==> config.mk <==
export PLATFORM = sky130hd
export DESIGN_NAME = vga_mem_arbiter
export DESIGN_NICKNAME = d
export VERILOG_FILES = /design/src/rtl/vga_mem_arbiter_pkg.sv /design/src/rtl/vga_mem_arbiter_wq_fifo.sv /design/src/rtl/vga_mem_arbiter.sv
export SDC_FILE = /design/constraint.sdc
export NUM_CORES = 1
export LEC_CHECK = 0
export ABC_AREA = 1
export BUFFER_PORTS_ARGS = -buffer_cell sky130_fd_sc_hd__buf_2
export CAP_MARGIN = 20
export CELL_PAD_IN_SITES_DETAIL_PLACEMENT = 0
export CELL_PAD_IN_SITES_GLOBAL_PLACEMENT = 1
export CORE_MARGIN = 4
export CORE_UTILIZATION = 44
export CTS_CLUSTER_DIAMETER = 200
export CTS_CLUSTER_SIZE = 30
export DETAILED_ROUTE_END_ITERATION = 16
export PLACE_DENSITY_LB_ADDON = 0.1
export SLEW_MARGIN = 10
export SYNTH_ARGS = -nofsm -noshare
export SYNTH_HDL_FRONTEND = slang
export SYNTH_HIERARCHICAL = 1
export SYNTH_SLANG_ARGS = --single-unit
==> constraint.sdc <==
create_clock -name clk -period 4.2 [get_ports clk]
set_input_delay 0.42 -clock clk [delete_from_list [all_inputs] [get_ports clk]]
set_output_delay 0.42 -clock clk [all_outputs]
set_load 0.03 [all_outputs]
==> src/rtl/vga_mem_arbiter_pkg.sv <==
// vga_mem_arbiter_pkg
//   Shared definitions for the framebuffer SRAM arbiter.
//   - Grant encoding: who owns the SRAM port in the current cycle.
//   - Default address width and posted-write queue depth.
//   - Free-slot helper used by the grant logic.
package vga_mem_arbiter_pkg;

  localparam int AW_DEFAULT       = 21;
  localparam int WQ_DEPTH_DEFAULT = 4;

  typedef enum logic [1:0] {
    GNT_VID = 2'd0,
    GNT_WR  = 2'd1,
    GNT_RD  = 2'd2
  } gnt_e;

  // A cycle is free for the CPU during the vga idle pulse or anywhere in vsync.
  function automatic logic is_free_slot(input logic vid_idle, input logic vid_vsync_n);
    return vid_idle | ~vid_vsync_n;
  endfunction

endpackage

==> src/rtl/vga_mem_arbiter_wq_fifo.sv <==
// vga_mem_arbiter_wq_fifo
//   Posted-write queue carrying {addr, data} for CPU writes.
//   Ports:
//     clk, resetq  clock, asynchronous active-low reset
//     push, din    enqueue din (accepted when not full, or when full and
//                  popping in the same cycle)
//     pop          dequeue head (ignored when empty)
//     full, empty  occupancy flags, derived from the pointers only
//     head         oldest entry, valid while !empty
//   Pointers carry one extra wrap bit so full and empty are distinguishable.
module vga_mem_arbiter_wq_fifo #(
  parameter int DEPTH = 4,
  parameter int WIDTH = 29
) (
  input  logic             clk,
  input  logic             resetq,
  input  logic             push,
  input  logic             pop,
  input  logic [WIDTH-1:0] din,
  output logic             full,
  output logic             empty,
  output logic [WIDTH-1:0] head
);

  localparam int IW = $clog2(DEPTH);
  localparam int PW = IW + 1;
  localparam logic [PW-1:0] PTR_ONE = PW'(1);

  logic [PW-1:0]    wr_ptr_q, wr_ptr_d;
  logic [PW-1:0]    rd_ptr_q, rd_ptr_d;
  logic [WIDTH-1:0] mem_q [DEPTH];
  logic             do_push;
  logic             do_pop;

  assign empty = (wr_ptr_q == rd_ptr_q);
  assign full  = (wr_ptr_q[PW-1] != rd_ptr_q[PW-1]) &&
                 (wr_ptr_q[IW-1:0] == rd_ptr_q[IW-1:0]);

  // A pop in the same cycle frees the slot the push lands in.
  assign do_pop  = pop & ~empty;
  assign do_push = push & (~full | do_pop);

  assign head = mem_q[rd_ptr_q[IW-1:0]];

  always_comb begin
    wr_ptr_d = wr_ptr_q;
    rd_ptr_d = rd_ptr_q;
    if (do_push) wr_ptr_d = wr_ptr_q + PTR_ONE;
    if (do_pop)  rd_ptr_d = rd_ptr_q + PTR_ONE;
  end

  always_ff @(posedge clk or negedge resetq) begin
    if (!resetq) begin
      wr_ptr_q <= '0;
      rd_ptr_q <= '0;
    end else begin
      wr_ptr_q <= wr_ptr_d;
      rd_ptr_q <= rd_ptr_d;
    end
  end

  // Storage needs no reset: entries are only visible between the pointers.
  always_ff @(posedge clk) begin
    if (do_push) mem_q[wr_ptr_q[IW-1:0]] <= din;
  end

endmodule

==> src/rtl/vga_mem_arbiter.sv <==
// vga_mem_arbiter
//   Shares the single 8-bit framebuffer SRAM port between vga scan-out and
//   the CPU bus. Video owns the port except in free slots (vid_idle high or
//   vid_vsync_n low). In a free slot, queued CPU writes drain first, then a
//   pending CPU read is serviced; otherwise the video address is driven.
//   Ports:
//     clk, resetq                     clock, asynchronous active-low reset
//     vid_addr, vid_idle, vid_vsync_n vga fetch address and slot markers
//     vid_rd                          pass-through of mem_rdata to vga
//     cpu_valid/we/addr/wdata         CPU request
//     cpu_ready                       request accepted this cycle
//     cpu_rvalid, cpu_rdata           read completion pulse and held data
//     mem_addr/wdata/we_n/oe_n        SRAM pads
//     mem_rdata                       SRAM read data (same-cycle)
//   CPU handshake: a request transfers on a cycle with cpu_valid & cpu_ready;
//   the CPU holds cpu_valid/we/addr/wdata stable while cpu_ready is low.
//   cpu_ready is combinational from cpu_valid/cpu_we and internal state.
module vga_mem_arbiter
  import vga_mem_arbiter_pkg::*;
#(
  parameter int AW       = AW_DEFAULT,
  parameter int WQ_DEPTH = WQ_DEPTH_DEFAULT
) (
  input  logic          clk,
  input  logic          resetq,
  input  logic [AW-1:0] vid_addr,
  input  logic          vid_idle,
  input  logic          vid_vsync_n,
  output logic [7:0]    vid_rd,
  input  logic          cpu_valid,
  input  logic          cpu_we,
  input  logic [AW-1:0] cpu_addr,
  input  logic [7:0]    cpu_wdata,
  output logic          cpu_ready,
  output logic          cpu_rvalid,
  output logic [7:0]    cpu_rdata,
  output logic [AW-1:0] mem_addr,
  output logic [7:0]    mem_wdata,
  output logic          mem_we_n,
  output logic          mem_oe_n,
  input  logic [7:0]    mem_rdata
);

  localparam int QW = AW + 8;

  logic          slot;
  gnt_e          gnt;
  logic          wq_full;
  logic          wq_empty;
  logic          wq_push;
  logic          wq_pop;
  logic [QW-1:0] wq_head;
  logic          wr_acc;
  logic          rd_acc;

  logic          rd_pend_q, rd_pend_d;
  logic [AW-1:0] rd_addr_q, rd_addr_d;
  logic          rvalid_q,  rvalid_d;
  logic [7:0]    rdata_q,   rdata_d;

  assign vid_rd = mem_rdata;
  assign slot   = is_free_slot(vid_idle, vid_vsync_n);

  // Writes are refused while a read is outstanding so the read cannot be
  // overtaken in the other direction either; the queue only ever holds
  // writes older than any pending read. Nothing is accepted in reset,
  // since the queue and tracker would drop it.
  assign wr_acc    = resetq & cpu_valid &  cpu_we & ~wq_full & ~rd_pend_q;
  assign rd_acc    = resetq & cpu_valid & ~cpu_we & ~rd_pend_q;
  assign cpu_ready = wr_acc | rd_acc;

  assign wq_push = wr_acc;
  assign wq_pop  = (gnt == GNT_WR);

  vga_mem_arbiter_wq_fifo #(
    .DEPTH (WQ_DEPTH),
    .WIDTH (QW)
  ) u_wq (
    .clk    (clk),
    .resetq (resetq),
    .push   (wq_push),
    .pop    (wq_pop),
    .din    ({cpu_addr, cpu_wdata}),
    .full   (wq_full),
    .empty  (wq_empty),
    .head   (wq_head)
  );

  // Grant: write drain beats the pending read so reads see earlier writes.
  always_comb begin
    gnt = GNT_VID;
    if (slot && !wq_empty)     gnt = GNT_WR;
    else if (slot && rd_pend_q) gnt = GNT_RD;
  end

  // Port mux. The queue head is always presented on mem_wdata; it only
  // matters while mem_we_n is low.
  always_comb begin
    mem_addr  = vid_addr;
    mem_wdata = wq_head[7:0];
    mem_we_n  = 1'b1;
    mem_oe_n  = 1'b0;
    case (gnt)
      GNT_WR: begin
        mem_addr = wq_head[QW-1:8];
        mem_we_n = 1'b0;
        mem_oe_n = 1'b1;
      end
      GNT_RD: begin
        mem_addr = rd_addr_q;
      end
      default: begin
        mem_addr = vid_addr;
      end
    endcase
  end

  // Read tracker: accept and completion never coincide because a read is
  // only accepted while nothing is pending.
  always_comb begin
    rd_pend_d = rd_pend_q;
    rd_addr_d = rd_addr_q;
    rvalid_d  = 1'b0;
    rdata_d   = rdata_q;
    if (rd_acc) begin
      rd_pend_d = 1'b1;
      rd_addr_d = cpu_addr;
    end
    if (gnt == GNT_RD) begin
      rd_pend_d = 1'b0;
      rdata_d   = mem_rdata;
      rvalid_d  = 1'b1;
    end
  end

  always_ff @(posedge clk or negedge resetq) begin
    if (!resetq) begin
      rd_pend_q <= 1'b0;
      rd_addr_q <= '0;
      rvalid_q  <= 1'b0;
      rdata_q   <= 8'h00;
    end else begin
      rd_pend_q <= rd_pend_d;
      rd_addr_q <= rd_addr_d;
      rvalid_q  <= rvalid_d;
      rdata_q   <= rdata_d;
    end
  end

  assign cpu_rvalid = rvalid_q;
  assign cpu_rdata  = rdata_q;

endmodule

After elaboration in Yosys (flattened, before gate mapping):

Memories as Yosys holds them, arrays and structs flattened.
Cells that the tools add are included.
Widths: inputs -> output; s select.

* logic and storage cells: 45
* bits of input ports: 64
* flip-flop bits (word level): 37
* memories kept: 1
* output and inout bits: 49
* RAM bits: 116

Memory list
* u_wq.mem_q: words 4, bits a word 29, read ports 1, clocked after Yosys merged registers in 0, write ports 1, RTL line vga_mem_arbiter_wq_fifo.sv:31 `logic [WIDTH-1:0] mem_q [DEPTH];`

* bitwise operators: 16
* multiplexer cells: 10
* eq/ne operators: 5
* reduce and logical (&&, ||, !) cells: 5
* add/sub/neg operators: 2

Operators with widths (number)
* $pmux 21 s2: 1
* $and 1x1->1: 8
* $mux 1: 7
* $add 3x1->3 const B: 2
* $not 1->1: 5
* $mux 2: 2
* $eq 3x3->1: 1
* $logic_and 1x1->1: 3
* $or 1x1->1: 3
* $eq 2x1->1 const B: 1
* $eq 2x2->1: 1
* $eq 2x2->1 const B: 1
* $reduce_bool 2->1: 1
* $logic_not 1->1: 1
* $ne 1x1->1: 1

Logic depth before layout (Yosys ltp):

Gate-level depths: netlist of the first run.

* word-level depth: 11
* mapped depth: 15
* depth with buffers taken out: 14

By module:

Netlist of the first run, hierarchy kept.

By module, submodules not included
* vga_mem_arbiter_wq_fifo: area an instance 4732.0 µm², sequential area each 3633.5 µm², cells each 341, instances 1
* vga_mem_arbiter: area an instance 1795.5 µm², sequential area each 775.7 µm², cells each 247, instances 1

Least setup slack after synthesis of the first run:

Ideal clock, no wire load.

* kind: reg-to-reg
* start point: reg u_wq.rd_ptr_q[0]
* end point: mem u_wq.mem_q[0][0], enable pin
* stages on the path, launching flop included: 15
* required time: 3.785 ns
* library setup time: 0.415 ns
* period minus slack after synthesis: 3.746 ns
* buffers on the path: 2
* arrival time: 3.331 ns
* slack: 0.454 ns
* path through: dfrtp_1 buf_2 inv_4 nand2_1 nand2_2 nand3_2 inv_1 inv_2 buf_2 nand2_1 inv_1 inv_1 nand4_4 nand2_4 nor2_1

* cells in the longest elaborated chain, start to end: 10
* elaborated cells between the ends (all ways): 16
* classes of those cells: eq/ne (3); mux (3); bitwise (7); reduce/logical (3)

Ends and longest elaborated chain
* from (decl): RTL line vga_mem_arbiter_wq_fifo.sv:30 `logic [PW-1:0] rd_ptr_q, rd_ptr_d;`
* from (signal assigned): RTL line vga_mem_arbiter_wq_fifo.sv:58 `rd_ptr_q <= rd_ptr_d;`
* $eq 3x3->1 *: RTL line vga_mem_arbiter_wq_fifo.sv:35 `assign empty = (wr_ptr_q == rd_ptr_q);`
* named net wq_empty: RTL line vga_mem_arbiter.sv:49 `logic wq_empty;`
* $logic_not 1->1: RTL line vga_mem_arbiter.sv:92 `if (slot && !wq_empty) gnt = GNT_WR;`
* $logic_and 1x1->1: RTL line vga_mem_arbiter.sv:92
* $mux 2: RTL line vga_mem_arbiter.sv:92
* $eq 2x1->1: RTL line vga_mem_arbiter.sv:73 `assign wq_pop = (gnt == GNT_WR);`
* $and 1x1->1 *: RTL line vga_mem_arbiter_wq_fifo.sv:40 `assign do_pop = pop & ~empty;`
* $or 1x1->1 *: RTL line vga_mem_arbiter_wq_fifo.sv:41 `assign do_push = push & (~full | do_pop);`
* $and 1x1->1 *: RTL line vga_mem_arbiter_wq_fifo.sv:41
* $mux 1 *: RTL line vga_mem_arbiter_wq_fifo.sv:64 `if (do_push) mem_q[wr_ptr_q[IW-1:0]] <= din;`
* $mux 1 (not written as such) *: RTL line vga_mem_arbiter_wq_fifo.sv:64
* to (decl): RTL line vga_mem_arbiter_wq_fifo.sv:31

Mark *: on every way through the listed nets, which the timed path passes. The rest lies on a longest branch.

Final worst setup path of the first run:

* start point: reg u_wq.wr_ptr_q[1]
* end point: out mem_addr[12]

* cells in the longest elaborated chain, start to end: 6
* elaborated cells between the ends (all ways): 7
* classes of those cells: eq/ne (3); mux (2); reduce/logical (2)

Ends and longest elaborated chain
* from (decl): RTL line vga_mem_arbiter_wq_fifo.sv:29 `logic [PW-1:0] wr_ptr_q, wr_ptr_d;`
* from (signal assigned): RTL line vga_mem_arbiter_wq_fifo.sv:57 `wr_ptr_q <= wr_ptr_d;`
* $eq 3x3->1 *: RTL line vga_mem_arbiter_wq_fifo.sv:35
* named net wq_empty: RTL line vga_mem_arbiter.sv:49
* $logic_not 1->1 *: RTL line vga_mem_arbiter.sv:92
* $logic_and 1x1->1 *: RTL line vga_mem_arbiter.sv:92
* $mux 2 *: RTL line vga_mem_arbiter.sv:92
* $eq 2x2->1 or $eq 2x1->1 (tied branches): RTL line vga_mem_arbiter.sv:103 `case (gnt)`
* $pmux 21 s2 *: RTL line vga_mem_arbiter.sv:103
* to (decl): RTL line vga_mem_arbiter.sv:37 `output logic [AW-1:0] mem_addr,`

Marks and branches as above.

==> results of run 1 <==
-- synth_stat cells --
cell type  number
edfxtp_1      116
nand2_1       108
nand3_1        69
nor2_1         64
o21ai_0        59
dfrtp_1        37
o22ai_1        29
nand4_1        21
inv_1          17
buf_2          14
buf_4          14
clkbuf_1       14
ha_1            5
buf_1           3
nand2_2         3
inv_2           2
nand3_2         2
xor2_1          2
a21oi_1         1
clkbuf_2        1
inv_4           1
nand2_4         1
nand4_4         1
nor2_4          1
nor3_1          1
o21ai_2         1
xnor2_2         1
-- stage by stage --
| step | cell area (sq um) | utilization, % | cells | hold WS [ns] | setup WS (ns) |
|---|---|---|---|---|---|
| 3_3_place_gp | 7190 | 49.5 | 849 | 0.453 | 1.10 |
| 4_1_cts | 7820 | 53.8 | 881 | 0.110 | 0.685 |
| 5_1_grt | 7830 | 53.9 | 882 | 0.142 | 0.704 |
| 2_1_floorplan | 6530 | - | 588 | 0.124 | 0.454 |
| 3_5_place_dp | 7190 | 49.5 | 849 | 0.458 | 0.986 |
| 6_report | 7830 | 53.9 | 882 | 0.0951 | 0.999 |
-- kinds of logic after synthesis --
family / count (synthesis) / synth area share [%]
simple gates: 271 / 18.5
flops: 153 / 67.5
compound gates: 90 / 7.51
buf+inv: 66 / 4.93
fa+ha+maj: 5 / 0.958
xor+xnor: 3 / 0.518
-- power groups by stage --
stage                     registers, mW  logic, mW  clock network (mW)
final                              1.98       2.42                1.62
after global routing               2.01       2.69                1.72
after global placement             2.00       2.42                   0
after detailed placement           2.01       2.43                   0
after floorplan                    2.06       1.69                   0
after CTS                          1.98       2.45                1.66
-- registers in the layout (all words and copies together), names as in the netlist --
| name | cells |
|---|---|
| cpu_rdata | 8 |
| cpu_rvalid | 1 |
| u_wq/mem_q | 116 |
| rd_addr_q | 21 |
| u_wq/rd_ptr_q | 3 |
| rd_pend_q | 1 |
| u_wq/wr_ptr_q | 3 |
-- worst max-delay path, delay by kind of cell (launching register included) --
kind / cells / cell delay, ns
flip-flops: 1 / 0.45
XOR/XNOR: 1 / 0.27
AND/OR/NAND/NOR: 3 / 0.31
buffers and inverters: 4 / 0.77
AO/OA/AOI/OAI: 1 / 0.56
-- metal layers --
metal,part of all wire [%],wire length [microns],vias up
li1,-,-,2276
met4,1.0,161,0
met3,6.0,968,17
met5,0,0,-
met2,49,7910,137
met1,44,7130,2311
-- how the worst max path moves through the flow --
stage	startpoint	end	cells after the start
after floorplan	u_wq/rd_ptr_q[0]	u_wq/mem_q[0][0]	14
after global placement	u_wq/rd_ptr_q[2]	u_wq/mem_q[1][2]	13
after detailed placement	u_wq/wr_ptr_q[0]	u_wq/mem_q[2][10]	12
after CTS	u_wq/wr_ptr_q[1]	mem_addr[18]	8
after global routing	u_wq/wr_ptr_q[1]	mem_addr[18]	9
final	u_wq/wr_ptr_q[1]	mem_addr[12]	9
-- layout make-up --
cell class                 count  area [sq um]  share of cell area, %
timing repair buffer         124           654                   8.35
inverter                      20          77.6                  0.990
tap                          184           230                   2.94
sequential                   153          4410                   56.3
clock inverter                13           191                   2.44
multi-input combinational    369          1830                   23.3
clock buffer                  19           443                   5.65
==> impl_metrics.toml, run 1 <==
[sta]
slew_headroom_pct = 33.9
rsz0062_at_grt = "false"
hold_violations = 0
setup_viol = 0
worst_pin_slew_ns = 0.989
period_share_pct = 76.2
layout_min_cycle_time_ns = 3.20
setup_tns_ns = 0
fmax_mhz = 312
final-max-slew-violation-count = 0
finalClockSkew_ns = 0.00973

[cts]
clock-root-buffer = "clkbuf_16"
path_clk_slew_ns = 0.06
cts_made_buffers = 17
post_cts_resized = 0
clkLatencyLatePin_ns = 0.42
cts.sinks = 153
cts_tree = "done"
post_cts_buffers = 0
htreeDepth = 4
clock_path_buffers = 2
cts_hold_buf = 0

[setup_path]
r2r_cells = 12
worstPathCellList = "xnor2_2 > nand3_2 > inv_1 > inv_2 > o21ai_2 > buf_6 > nand2_1 > nand3_1 > buf_2"
r2r_end = "u_wq/mem_q[2][2]"
slowest_delay_ns = 0.56
cp.required_ns = 3.78
crit_path_start_kind = "flip-flop"
critical_path_peak_fanout = 23
crit_type = "reg2out"
cp_data_arrival_time_ns = 2.78
slowest_stage = "o21ai_2"
r2r_setup_slack_ns = 1.05
rr_startpoint = "u_wq/wr_ptr_q[0]"
worstSetupEndpointType = "output pin"

[floorplanning]
rows = 44
dieArea_sq_um = 16800
start_util_pct = 44.9
ioPinCount = 113
fp.dieH_microns = 130
placeableCoreArea_sq_um = 14500
die_x_microns = 130

[yosys]
yosysWarnings = 6
yosysTopAreaCellShare_pct = 53.4
synth_cells = 588
ys_seq_area_share_pct = 67.5
synth.cell_area_sq_um = 6530
syn_avg_cell_area_sq_um = 11.1
synth.distinct_cells = 27
syn_nets = 657
synth-seq-cells = 153
yosysTopAreaCell = "edfxtp_1"
yosys-top-cells-area = "edfxtp_1 (53%), dfrtp_1 (14%), nand2_1 (6.2%)"

[finish]
final_cell_mix = "edfxtp_1 (116), buf_2 (112), nand2_1 (108)"
syn2layout_area_growth_pct = 20.0
drive_gt1_share_pct = 24.8
final_common_cell = "edfxtp_1"
layout.nets = 754
n_antenna_cell = 0
num-fill-cells = 1304

[grt]
grt_use_met2_pct = 33.2
busiest_layer = "met2"
antenna_found_initial = 0
grt_max_degree = 60
grt-ovfl-total = 0
grt_pass1_vias = 4738
met3_usage_pct = 4.91
use_met1_pct = 26.3
grt_pass1_wl_microns = 25500
grt_usage_pct = 20.0

[routing]
drt-wirelength-per-cell_microns = 18.3
drtPass1Iterations = 5
drt_wl_total_microns = 16200
viasPerCell = 5.38
num_vias = 4741
drtAntennaViolNets = 0
drc_errors = 0
initialDrtViolationCount = 351

[place]
gp_congestion = 0.758
port_buffers = 112
hpwl_microns = 9390

[power]
leakage_nw = 3.21
clockPowerShare_pct = 27.0
p_switching_mw = 2.47
ir_worst_vdd_mv = 0.505
intPower_mw = 3.55
p_total_mw = 6.02
combPwrFrac_pct = 40.2
sequentialPowerShare_pct = 32.9
switching_share_pct = 41.0
p_per_area_nw_per_um2 = 769

[min_path]
worst_hold_path_type = "in2async"

[job]
cap_violations = 0

[outcome]
status = "completed"
(Power assumes the default switching activity.)
==> run 2, diff against run 1 <==
Clock period 4.2 ns to 3.3 ns, I/O delays scaled along.
==> run 2 against run 1 <==
Effect of this change: the flow now finishes with violations (hold timing); final area hardly changed; cell count is 0.68% higher; via count is 0.11% lower; global-route usage is 0.12 points lower; combinational power is 28% higher; die area stayed put; setup slack worse by 0.63 ns; sequential share of layout area hardly changed; sequential cell count stayed put; hold slack worse by 0.095 ns; register-to-register slack worse by 0.34 ns; clock skew is 0.0011 ns higher; largest cell class unchanged; largest power group unchanged; highest routed layer unchanged.
==> impl_metrics.toml, run 2 (synthesis results as in run 1) <==
[power]
p_switching_mw = 3.12
ir_worst_vdd_mv = 0.433
sequentialPowerShare_pct = 34.5
switching_share_pct = 42.2
intPower_mw = 4.28
clockPowerShare_pct = 23.7
p_per_area_nw_per_um2 = 946
leakage_nw = 3.21
combPwrFrac_pct = 41.7

[cts]
post_cts_buffers = 0
cts_hold_buf = 0
cts.sinks = 153
path_clk_slew_ns = 0.06
cts_made_buffers = 17
clock_path_buffers = 2
htreeDepth = 4
clkLatencyLatePin_ns = 0.42
post_cts_resized = 0
clock-root-buffer = "clkbuf_16"
cts_tree = "done"

[grt]
grt_pass1_wl_microns = 25100
grt_usage_pct = 19.9
antenna_found_initial = 0
use_met1_pct = 26.4
met3_usage_pct = 4.99
grt-ovfl-total = 0
grt_pass1_vias = 4572
grt_use_met2_pct = 32.3
grt_max_degree = 60
busiest_layer = "met2"

[sta]
period_share_pct = 88.8
setup_viol = 0
worst_pin_slew_ns = 0.612
final-max-slew-violation-count = 0
rsz0062_at_grt = "false"
finalClockSkew_ns = 0.0109
fmax_mhz = 341
postLayoutSetupSlackWorst_ns = 0.369
slew_headroom_pct = 59.2
holdWs_ns = -0.000177
hold_violations = 1
layout_min_cycle_time_ns = 2.93

[floorplanning]
start_util_pct = 44.9
die_x_microns = 130
placeableCoreArea_sq_um = 14500
dieArea_sq_um = 16800
fp.dieH_microns = 130
rows = 44
ioPinCount = 113

[routing]
drtAntennaViolNets = 0
viasPerCell = 5.33
drtPass1Iterations = 5
drt-wirelength-per-cell_microns = 18.4
drc_errors = 0
initialDrtViolationCount = 308
num_vias = 4736
drt_wl_total_microns = 16400

[place]
port_buffers = 112
hpwl_microns = 9690
place_area_sq_um = 7290
pre_cts_ws_ns = 0.733
gp_congestion = 0.791

[finish]
final_cell_mix = "edfxtp_1 (116), buf_2 (112), nand2_1 (108)"
syn2layout_area_growth_pct = 19.9
largest_reg_flops = 116
fin_util_pct = 53.9
layout.nets = 760
final_cell_area_sq_um = 7830
final_common_cell = "edfxtp_1"
n_antenna_cell = 0
drive_gt1_share_pct = 25.3

[setup_path]
crit_type = "reg2out"
cp_data_arrival_time_ns = 2.60
worstSetupEndpointType = "output pin"
crit_path_start_kind = "flip-flop"
critical_path_peak_fanout = 17
cp.required_ns = 2.97

[outcome]
status = "finished with violations"
violations = "hold timing"

[min_path]
worst_hold_path_type = "in2async"

[job]
cap_violations = 0
-- run 2: changes by cell type in the layout (fill, tap and decap cells not counted), sizes merged --
cell / delta
inv: -2
bufinv: -3
clkinv: +5
buf: +6
-- run 2: final cells by class --
class,count,area [sq um]
inverter,20,77.6
fill,1301,6710
clock buffer,19,433
tap,184,230
multi-input combinational,369,1830
timing repair buffer,130,746
sequential,153,4410
clock inverter,13,105
-- run 2: worst max-delay path: stages (launching register included) --
cell,delay [ns]
dfrtp_2,0.55
nand2_1,0.11
nand2_2,0.13
nand3_2,0.14
inv_1,0.12
inv_2,0.06
o21ai_2,0.41
buf_4,0.31
nand2_1,0.08
nand3_1,0.07
buf_2,0.20
-- run 2: power by group through the flow --
stage	Combinational [mW]	Sequential [mW]	Clock, mW
finish	3.09	2.56	1.76
global route	3.41	2.59	1.89
detailed placement	3.11	2.59	0
floorplan	2.15	2.62	0
CTS	3.12	2.56	1.79
global placement	3.09	2.58	0
-- run 2: through the flow --
step / power (mW) / std cells / TNS, ns
final: 7.40 / 888 / 0
after global placement: 5.68 / 856 / 0
after floorplan: 4.77 / 588 / -51.74
after detailed placement: 5.70 / 856 / 0
after global routing: 7.89 / 888 / 0
after CTS: 7.47 / 888 / 0
-- run 2: path summary, 6_finish.rpt --
path | slack [ns] | depth (start not counted) | to | start
worst max-delay path | 0.37 | 10 | mem_addr[18] | u_wq/rd_ptr_q[0]
worst min-delay path | -0.0002 | 2 | rd_pend_q | resetq
worst max register to register | 0.71 | 13 | u_wq/mem_q[3][23] | u_wq/rd_ptr_q[0]
worst min register to register | 0.47 | 2 | rd_addr_q[15] | rd_addr_q[15]
max in group asynchronous | 2.90 | 2 | u_wq/rd_ptr_q[0] | resetq
min in group clk | 0.11 | 3 | cpu_rdata[1] | mem_rdata[1]
-- run 2: metal layers --
layer / routed length (microns) / part of all wire [%]
met1: 7100 / 43
met2: 7990 / 49
met3: 1080 / 6.6
met4: 190 / 1.2
met5: 0 / 0
